$ cat config.mk
export PLATFORM = sky130hd
export DESIGN_NAME = clock_scan
export DESIGN_NICKNAME = d
export VERILOG_FILES = /design/src/rtl/clock_scan.sv
export SDC_FILE = /design/constraint.sdc
export NUM_CORES = 1
export LEC_CHECK = 0
export CORE_UTILIZATION = 40
export DETAILED_ROUTE_END_ITERATION = 10
export SLEW_MARGIN = 20
export SYNTH_ARGS = -nofsm -noshare
export SYNTH_HDL_FRONTEND = slang
export SYNTH_SLANG_ARGS = --single-unit
$ cat constraint.sdc
create_clock -name clk -period 2.3 [get_ports clk]
set_clock_uncertainty 0.05 [all_clocks]
set_input_delay 0.345 -clock clk [delete_from_list [all_inputs] [get_ports clk]]
set_output_delay 0.345 -clock clk [all_outputs]
set_load 0.03 [all_outputs]
$ cat src/rtl/clock_scan.sv
// clock_scan: BCD event counter with a multiplexed seven-segment scan.
// A prescaler turns run-qualified clk cycles into count ticks. A free-running
// scan counter walks a one-hot digit select across the BCD digits.
// Optional macro CLOCK_SCAN_LZB_EN enables leading-zero blanking on sm_seg.
module clock_scan #(
    parameter int DIGITS   = 4,
    parameter int TICK_DIV = 1000,
    parameter int SCAN_DIV = 100
) (
    input  logic                  clk,
    input  logic                  rst,
    input  logic                  run,
    input  logic                  clear,
    output logic [DIGITS-1:0]     sm_bit,
    output logic [6:0]            sm_seg,
    output logic [4*DIGITS-1:0]   count_bcd,
    output logic                  wrap
);

    localparam int PW = (TICK_DIV > 1) ? $clog2(TICK_DIV) : 1;
    localparam int SW = (SCAN_DIV > 1) ? $clog2(SCAN_DIV) : 1;
    localparam int IW = (DIGITS > 1) ? $clog2(DIGITS) : 1;
    localparam logic [PW-1:0] PRESC_MAX = PW'(TICK_DIV - 1);
    localparam logic [SW-1:0] SCAN_MAX  = SW'(SCAN_DIV - 1);
    localparam logic [IW-1:0] IDX_MAX   = IW'(DIGITS - 1);

    logic [PW-1:0]          presc_r;
    logic [SW-1:0]          scan_cnt_r;
    logic [IW-1:0]          digit_idx_r;
    logic [4*DIGITS-1:0]    count_bcd_r;
    logic                   wrap_r;
    logic [DIGITS-1:0]      sm_bit_r;
    logic [6:0]             sm_seg_r;

    logic                   tick_s;
    logic [4*DIGITS-1:0]    count_next_s;
    logic                   carry_s;
    logic [3:0]             sel_digit_s;
    logic [DIGITS-1:0]      bit_next_s;
    logic [6:0]             seg_next_s;
`ifdef CLOCK_SCAN_LZB_EN
    logic                   lead_zero_s;
    logic                   blank_sel_s;
`endif

    // BCD to active-high {a,b,c,d,e,f,g}; non-decimal codes go dark.
    function automatic logic [6:0] seg_decode(input logic [3:0] code);
        logic [6:0] seg;
        case (code)
            4'd0:    seg = 7'b1111110;
            4'd1:    seg = 7'b0110000;
            4'd2:    seg = 7'b1101101;
            4'd3:    seg = 7'b1111001;
            4'd4:    seg = 7'b0110011;
            4'd5:    seg = 7'b1011011;
            4'd6:    seg = 7'b1011111;
            4'd7:    seg = 7'b1110000;
            4'd8:    seg = 7'b1111111;
            4'd9:    seg = 7'b1111011;
            default: seg = 7'b0000000;
        endcase
        return seg;
    endfunction

    // Clear wins over run, so a clearing cycle can never also tick.
    assign tick_s = run && !clear && (presc_r == PRESC_MAX);

    // Prescaler: advances only while running, holds otherwise.
    always_ff @(posedge clk or posedge rst) begin
        if (rst) begin
            presc_r <= {PW{1'b0}};
        end else if (clear) begin
            presc_r <= {PW{1'b0}};
        end else if (run) begin
            if (presc_r == PRESC_MAX) begin
                presc_r <= {PW{1'b0}};
            end else begin
                presc_r <= presc_r + PW'(1);
            end
        end
    end

    // Decimal ripple increment; carry out of the top digit means all nines.
    always_comb begin
        carry_s      = 1'b1;
        count_next_s = count_bcd_r;
        for (int i = 0; i < DIGITS; i++) begin
            if (carry_s) begin
                if (count_bcd_r[4*i +: 4] >= 4'd9) begin
                    count_next_s[4*i +: 4] = 4'd0;
                    carry_s                = 1'b1;
                end else begin
                    count_next_s[4*i +: 4] = count_bcd_r[4*i +: 4] + 4'd1;
                    carry_s                = 1'b0;
                end
            end else begin
                count_next_s[4*i +: 4] = count_bcd_r[4*i +: 4];
            end
        end
    end

    // Count register and one-cycle rollover pulse.
    always_ff @(posedge clk or posedge rst) begin
        if (rst) begin
            count_bcd_r <= {(4*DIGITS){1'b0}};
            wrap_r      <= 1'b0;
        end else if (clear) begin
            count_bcd_r <= {(4*DIGITS){1'b0}};
            wrap_r      <= 1'b0;
        end else if (tick_s) begin
            count_bcd_r <= count_next_s;
            wrap_r      <= carry_s;
        end else begin
            wrap_r      <= 1'b0;
        end
    end

    // Scan timing runs freely, independent of run and clear.
    always_ff @(posedge clk or posedge rst) begin
        if (rst) begin
            scan_cnt_r  <= {SW{1'b0}};
            digit_idx_r <= {IW{1'b0}};
        end else if (scan_cnt_r == SCAN_MAX) begin
            scan_cnt_r <= {SW{1'b0}};
            if (digit_idx_r == IDX_MAX) begin
                digit_idx_r <= {IW{1'b0}};
            end else begin
                digit_idx_r <= digit_idx_r + IW'(1);
            end
        end else begin
            scan_cnt_r <= scan_cnt_r + SW'(1);
        end
    end

    // One-hot select and the digit it points at, from the same index.
    always_comb begin
        sel_digit_s = 4'd0;
        bit_next_s  = {DIGITS{1'b0}};
        for (int i = 0; i < DIGITS; i++) begin
            if (int'(digit_idx_r) == i) begin
                bit_next_s[i] = 1'b1;
                sel_digit_s   = count_bcd_r[4*i +: 4];
            end else begin
                bit_next_s[i] = 1'b0;
            end
        end
    end

    // Segment pattern for the selected digit, optionally blanking leading zeros.
    always_comb begin
        seg_next_s = seg_decode(sel_digit_s);
`ifdef CLOCK_SCAN_LZB_EN
        lead_zero_s = 1'b1;
        blank_sel_s = 1'b0;
        for (int i = DIGITS - 1; i >= 0; i--) begin
            lead_zero_s = lead_zero_s && (count_bcd_r[4*i +: 4] == 4'd0);
            if ((i != 0) && lead_zero_s && (int'(digit_idx_r) == i)) begin
                blank_sel_s = 1'b1;
            end else begin
                blank_sel_s = blank_sel_s;
            end
        end
        if (blank_sel_s) begin
            seg_next_s = 7'b0000000;
        end else begin
            seg_next_s = seg_decode(sel_digit_s);
        end
`endif
    end

    // Display outputs registered together so select and segments stay aligned.
    always_ff @(posedge clk or posedge rst) begin
        if (rst) begin
            sm_bit_r <= {DIGITS{1'b0}};
            sm_seg_r <= 7'b0000000;
        end else begin
            sm_bit_r <= bit_next_s;
            sm_seg_r <= seg_next_s;
        end
    end

    assign sm_bit    = sm_bit_r;
    assign sm_seg    = sm_seg_r;
    assign count_bcd = count_bcd_r;
    assign wrap      = wrap_r;

endmodule

# After elaboration in Yosys (flattened, before gate mapping)
# Memories as Yosys holds them, arrays and structs flattened. A register that Yosys moved wholly into a read port is not among the register bits.
# Index checks and enable logic that the tools add are counted.
# Widths: inputs -> output; s select.
# word_totals
input_bits	4
output_inout_bits	28
mem_count	1
ramBits	0
reg_bits	40
rom_bits	112
word_cells	70
latch_bits	0
# mem_list
memory	words	width	read_ports	rd_ports_with_merged_regs	wr	line_no	source
(name not given)	16	7	1	1	0	49	case (code)
# classes
eq_ne	6
addsub	7
shifts	0
multipliers	0
order_cmp	4
reduce_logical	12
bitwise_logic	0
mux	31
n_div	0
# ops
cell	n
$mux 4	11
$mux 16	2
$mux 10	3
$add 4x1->4 const B	4
$ge 4x4->1 const B	4
$mux 1	13
$add 10x1->10 const B	1
$eq 10x10->1 const B	1
$reduce_bool 2->1	5
$add 7x1->7 const B	1
$eq 7x7->1 const B	1
$mux 7	1
$eq 2x2->1 const B	3
$reduce_and 2->1	3
$add 2x1->2 const B	1
$eq 2x1->1 const B	1
$logic_and 1x1->1	2
$logic_not 2->1	1
$mux 2	1
$logic_not 1->1	1

# Logic depth before layout (Yosys ltp)
# depth
word_depth	7
depth_mapped	10
mapped_depth_nobuf	10

# Least setup slack after synthesis
# Ideal clock, no wire load.
# synth_path
path_type	reg2reg
start	register count_bcd_r[0], in the netlist count_bcd[0]
end	register count_bcd_r[15], in the netlist count_bcd[15]
stages_incl_launch_ff	10
arrival_time_ns	2.056
path_slack_ns	0.107
n_path_buf	2
period_less_slack_ns	2.193
path_cell_list	dfrtp_1 > inv_1 > ha_1 > nor3b_1 > nor4_2 > buf_4 > and3_1 > buf_4 > a41oi_2 > a211oi_2
# synth_between
elab_chain_len	6
# synth_rtl
element	line_no	source
start, declared	30	logic [4*DIGITS-1:0] count_bcd_r;
start signal, assigned	105	count_bcd_r <= {(4*DIGITS){1'b0}};
start signal, assigned	108	count_bcd_r <= {(4*DIGITS){1'b0}};
start signal, assigned	111	count_bcd_r <= count_next_s;
$ge 4x4->1	89	if (count_bcd_r[4*i +: 4] >= 4'd9) begin
$mux 1	89	
$mux 1 (2 in a row)	88	if (carry_s) begin
$reduce_bool 2->1 (no source line)	n/a	
$reduce_and 2->1 (no source line)	n/a	
# No other way between the ends.
# A chain may end at the register's enable or synchronous reset.

# Final worst setup path
# layout_path
start	register count_bcd_r[0], in the netlist count_bcd[0]
end	register count_bcd_r[11], in the netlist count_bcd[11]
# layout_between
elab_chain_len	5
# layout_rtl
element	line_no
$ge 4x4->1	89
$mux 1	89
$mux 1	88
$reduce_bool 2->1 (no source line)	n/a
$reduce_and 2->1 (no source line)	n/a
# No other way between the ends.

==> metrics.log <==
[metrics] per-instance average area after synthesis: between 9 and 10 sq um
[metrics] post-CTS setup-driven buffer insertion count: 0
[metrics] switching power share of the total: between 20% and 30%
[metrics] number of antenna diodes: 0
[metrics] sequential share of the synthesized area: 44.6%
[metrics] final cell utilization of the core: roughly half
[metrics] YS warnings: 0
[metrics] flip-flop and latch count after synthesis: 47
[metrics] CTS sink count: 47
[metrics] residual overflow from global routing: 0
[metrics] unrepaired setup endpoints after global routing: false
[metrics] number of hold-repair buffers added at the cts stage: 0
[metrics] Leakage: between 1 and 1.5 nW
[metrics] number of DRC markers after the initial detailed-route iteration: 69
[metrics] Initial Util: roughly 42%
[metrics] count of input and output buffers: 31
[metrics] overall die height: about 83 um
[metrics] antenna violations before repair: 0
[metrics] count of final hold-check violations: 0
[metrics] Netlist Area Pre-Place: around 2600 sq um
[metrics] capturing point of the worst reg2reg path: count_bcd[11]$_DFFE_PP0P_
[metrics] remaining antenna violation count: 0
[metrics] Post-synth EDFFs: 0
[metrics] cts repair resizes: 0
[metrics] commonest register cell after synthesis: sky130_fd_sc_hd__dfrtp_1
[metrics] WP data required: roughly 2.4 ns
[metrics] category of the worst setup path capture point: flop
[metrics] clock power share: 41.8%
[metrics] kind of start point of the critical path: flop
[metrics] area fraction of the dominant cell type after synthesis: ~45%
[metrics] floorplan row count: 29
[metrics] first-pass GRT wire length: between 9000 and 10000 um
[metrics] Gate power share: 3.4%
[metrics] maximum level of the CTS H-tree: 2
[metrics] data arrival time of the critical path: between 2 and 2.5 ns
[metrics] clk buf depth: 2
[metrics] CTS Root Cell: sky130_fd_sc_hd__clkbuf_8
[metrics] clock edge transition at the registers on the reported setup and hold paths: ~0.09 ns
[metrics] most common library cells after synthesis: 47 x sky130_fd_sc_hd__dfrtp_1, 25 x sky130_fd_sc_hd__nand2_1, 25 x sky130_fd_sc_hd__o21ai_0, 24 x sky130_fd_sc_hd__ha_1, 21 x sky130_fd_sc_hd__nor2_1
[metrics] DP Wirelength: approximately 4100 um
[metrics] all-layer global routing usage: between 10% and 20%
[metrics] proportion of register bits with asynchronous set or reset after synthesis: 100%
[metrics] cell accounting for the most synthesized area: sky130_fd_sc_hd__dfrtp_1
[metrics] critical path class: flop to flop
[metrics] Post-Synthesis Cells: 278
[metrics] maximum number of pins on one net before global-route repair: 21
[metrics] PD cells: between 400 and 500 nW/um^2
[metrics] result of the run: finished, final reports clean
[metrics] die area: approximately 6900 sq um
[metrics] classification of the worst-slack hold path: primary input to asynchronous set/reset pin
[metrics] Pre-Repair DR Iteration Count: 4
[metrics] nets: around 350
[metrics] DRC violations left: 0
[metrics] Worst-Margin Slew: around 0.6 ns
[metrics] horizontal die dimension: approximately 83 um
[metrics] most frequent cell after synthesis: sky130_fd_sc_hd__dfrtp_1
[metrics] largest cells by area after synthesis: sky130_fd_sc_hd__dfrtp_1 45%, sky130_fd_sc_hd__ha_1 11%, sky130_fd_sc_hd__o21ai_0 4.7%
[metrics] drt wl/cell: between 10 and 15 um
[metrics] synthesized net count: 306
[metrics] number of global-route vias before repair: 2083
[metrics] Yosys cell types: ~50
[metrics] worst skew pair latency: about 0.30 ns
[metrics] via count normalized by instance count: 5.36
[metrics] synthesis-to-finish area growth: 22.5%
[metrics] Peak VDD IR: about 0.28 mV
[metrics] Fmax: between 400 and 500 MHz
[metrics] number of max-slew violations in the final report: 0
[metrics] number of buffers created by CTS: 5
[metrics] largest fanout on the critical path: 7
[metrics] final worst slack: around 0.19 ns
[metrics] fraction of power consumed by sequential logic: 54.7%
[metrics] proportion of layout cells with a drive suffix above 1: under 10%
[metrics] area of the core region: around 6300 sq um
[metrics] worst reg2reg path startpoint: count_bcd[0]$_DFFE_PP0P_
[metrics] Cell Int Power: about 1.2 mW
[metrics] switching power: between 300 and 400 uW
[metrics] Largest stage delay, worst path: roughly 0.51 ns
[metrics] number of setup violations in the final report: 0
[metrics] MaxCap Viol Count: 0
[metrics] period utilisation layout: between 90% and 100%
[metrics] TritonCTS clock tree: yes
[metrics] total wire length: about 5600 um
[metrics] post-layout minimum cycle time: between 2 and 2.5 ns
[metrics] final weighted congestion of routability-driven global placement: between 0.8 and 0.9
[metrics] Max stage delay cell, worst path: sky130_fd_sc_hd__nor3b_1
[metrics] length in cells of the worst reg-to-reg path: 7
[metrics] Ports: 32
[metrics] post-placement setup slack: roughly 0.16 ns
[metrics] via count of the routed design: 2134
[metrics] setup total negative slack: 0 ns
[metrics] setup slack on the worst flop-to-flop path: 0.19 ns
[metrics] cells along the critical path: buf_4 -> ha_1 -> nor3b_1 -> nor4_4 -> and2_1 -> a41oi_1 -> nor3_1
[metrics] headroom to the max-slew limit: 60.8%
[power groups by stage]
stage | logic [mW] | registers [mW] | clock network [mW]
global placement | 0.0532 | 0.848 | 0
detailed placement | 0.0539 | 0.848 | 0
finish | 0.0523 | 0.831 | 0.635
floorplan | 0.0306 | 0.847 | 0
CTS | 0.0541 | 0.831 | 0.654
global route | 0.0598 | 0.832 | 0.690
[routing by layer]
metal  up-vias  track usage [%]  routed length (um)
li1       1067                -                   -
met1      1026             23.4                2800
met2        34             27.3                2600
met3         7             3.48                 147
met4         0             5.80                  75
met5         -                0                   0
[area by class of cell]
cell class,count,area [sq um]
clock inverter,2,35.0
inverter,18,67.6
clock buffer,6,82.6
sequential,47,1180
multi-input combinational,203,1360
fill,578,3120
tap,77,96.3
timing repair buffer,45,415
[kinds of logic (layout without fill, tap and decap cells)]
| family | count (synthesis) | count (layout) | synth area share, % |
|---|---|---|---|
| AND/OR/NAND/NOR | 100 | 100 | 20.0 |
| AO/OA/AOI/OAI | 71 | 71 | 17.0 |
| flip-flops | 47 | 47 | 44.6 |
| buffers and inverters | 28 | 71 | 4.31 |
| adder cells (fa/ha/maj) | 24 | 24 | 11.4 |
| XOR/XNOR | 6 | 6 | 1.99 |
| multiplexers | 2 | 2 | 0.759 |
[flip-flops by register name (all words and copies together), names as in the netlist]
| register | flops |
|---|---|
| count_bcd | 16 |
| digit_idx_r | 2 |
| presc_r | 10 |
| scan_cnt_r | 7 |
| sm_bit | 4 |
| sm_seg | 7 |
| wrap | 1 |
[per-stage QoR]
| stage | instance area (sq um) | instances | hold WS (ns) | total power [mW] |
|---|---|---|---|---|
| 6_report | 3230 | 398 | 0.294 | 1.52 |
| 5_1_grt | 3230 | 398 | 0.332 | 1.58 |
| 4_1_cts | 3220 | 398 | 0.303 | 1.54 |
| 3_5_place_dp | 3100 | 390 | 0.419 | 0.902 |
| 3_3_place_gp | 3100 | 390 | 0.400 | 0.901 |
| 2_1_floorplan | 2640 | 278 | 0.383 | 0.878 |
[cells in the final DEF, fill, tap and decap left out, types with 4 or more instances in the layout]
cell type	Yosys	layout
sky130_fd_sc_hd__nor2_1	21	21
sky130_fd_sc_hd__o31ai_1	6	6
sky130_fd_sc_hd__nor2b_1	5	5
sky130_fd_sc_hd__dfrtp_1	47	47
sky130_fd_sc_hd__o22ai_1	4	4
sky130_fd_sc_hd__clkbuf_8	0	6
sky130_fd_sc_hd__inv_1	18	17
sky130_fd_sc_hd__nand2_1	25	24
sky130_fd_sc_hd__o21ai_0	25	25
sky130_fd_sc_hd__nor3_1	7	7
sky130_fd_sc_hd__xnor2_1	5	5
sky130_fd_sc_hd__clkdlybuf4s50_1	0	31
sky130_fd_sc_hd__a21oi_1	16	16
sky130_fd_sc_hd__buf_4	2	14
sky130_fd_sc_hd__ha_1	24	24
sky130_fd_sc_hd__nand3_1	15	15
[worst max-delay path by stage]
stage,startpoint,end,slack (ns)
after detailed placement,run,count_bcd[10]$_DFFE_PP0P_,0.16
after global placement,run,count_bcd[15]$_DFFE_PP0P_,0.22
after CTS,presc_r[4]$_DFFE_PP0P_,count_bcd[10]$_DFFE_PP0P_,0.15
after global routing,digit_idx_r[0]$_DFFE_PP0N_,sm_seg[3]$_DFF_PP0_,0.008
after floorplan,count_bcd[0]$_DFFE_PP0P_,count_bcd[15]$_DFFE_PP0P_,0.11
final,count_bcd[0]$_DFFE_PP0P_,count_bcd[11]$_DFFE_PP0P_,0.19
[critical path: cells and delay by family (launching register included)]
kind                     cells  cell delay [ns]
adder cells (fa/ha/maj)      1             0.19
AND/OR/NAND/NOR              4             0.94
flip-flops                   1             0.39
AO/OA/AOI/OAI                1             0.25
buffers and inverters        1             0.16
Power figures use the tool's default switching activity.
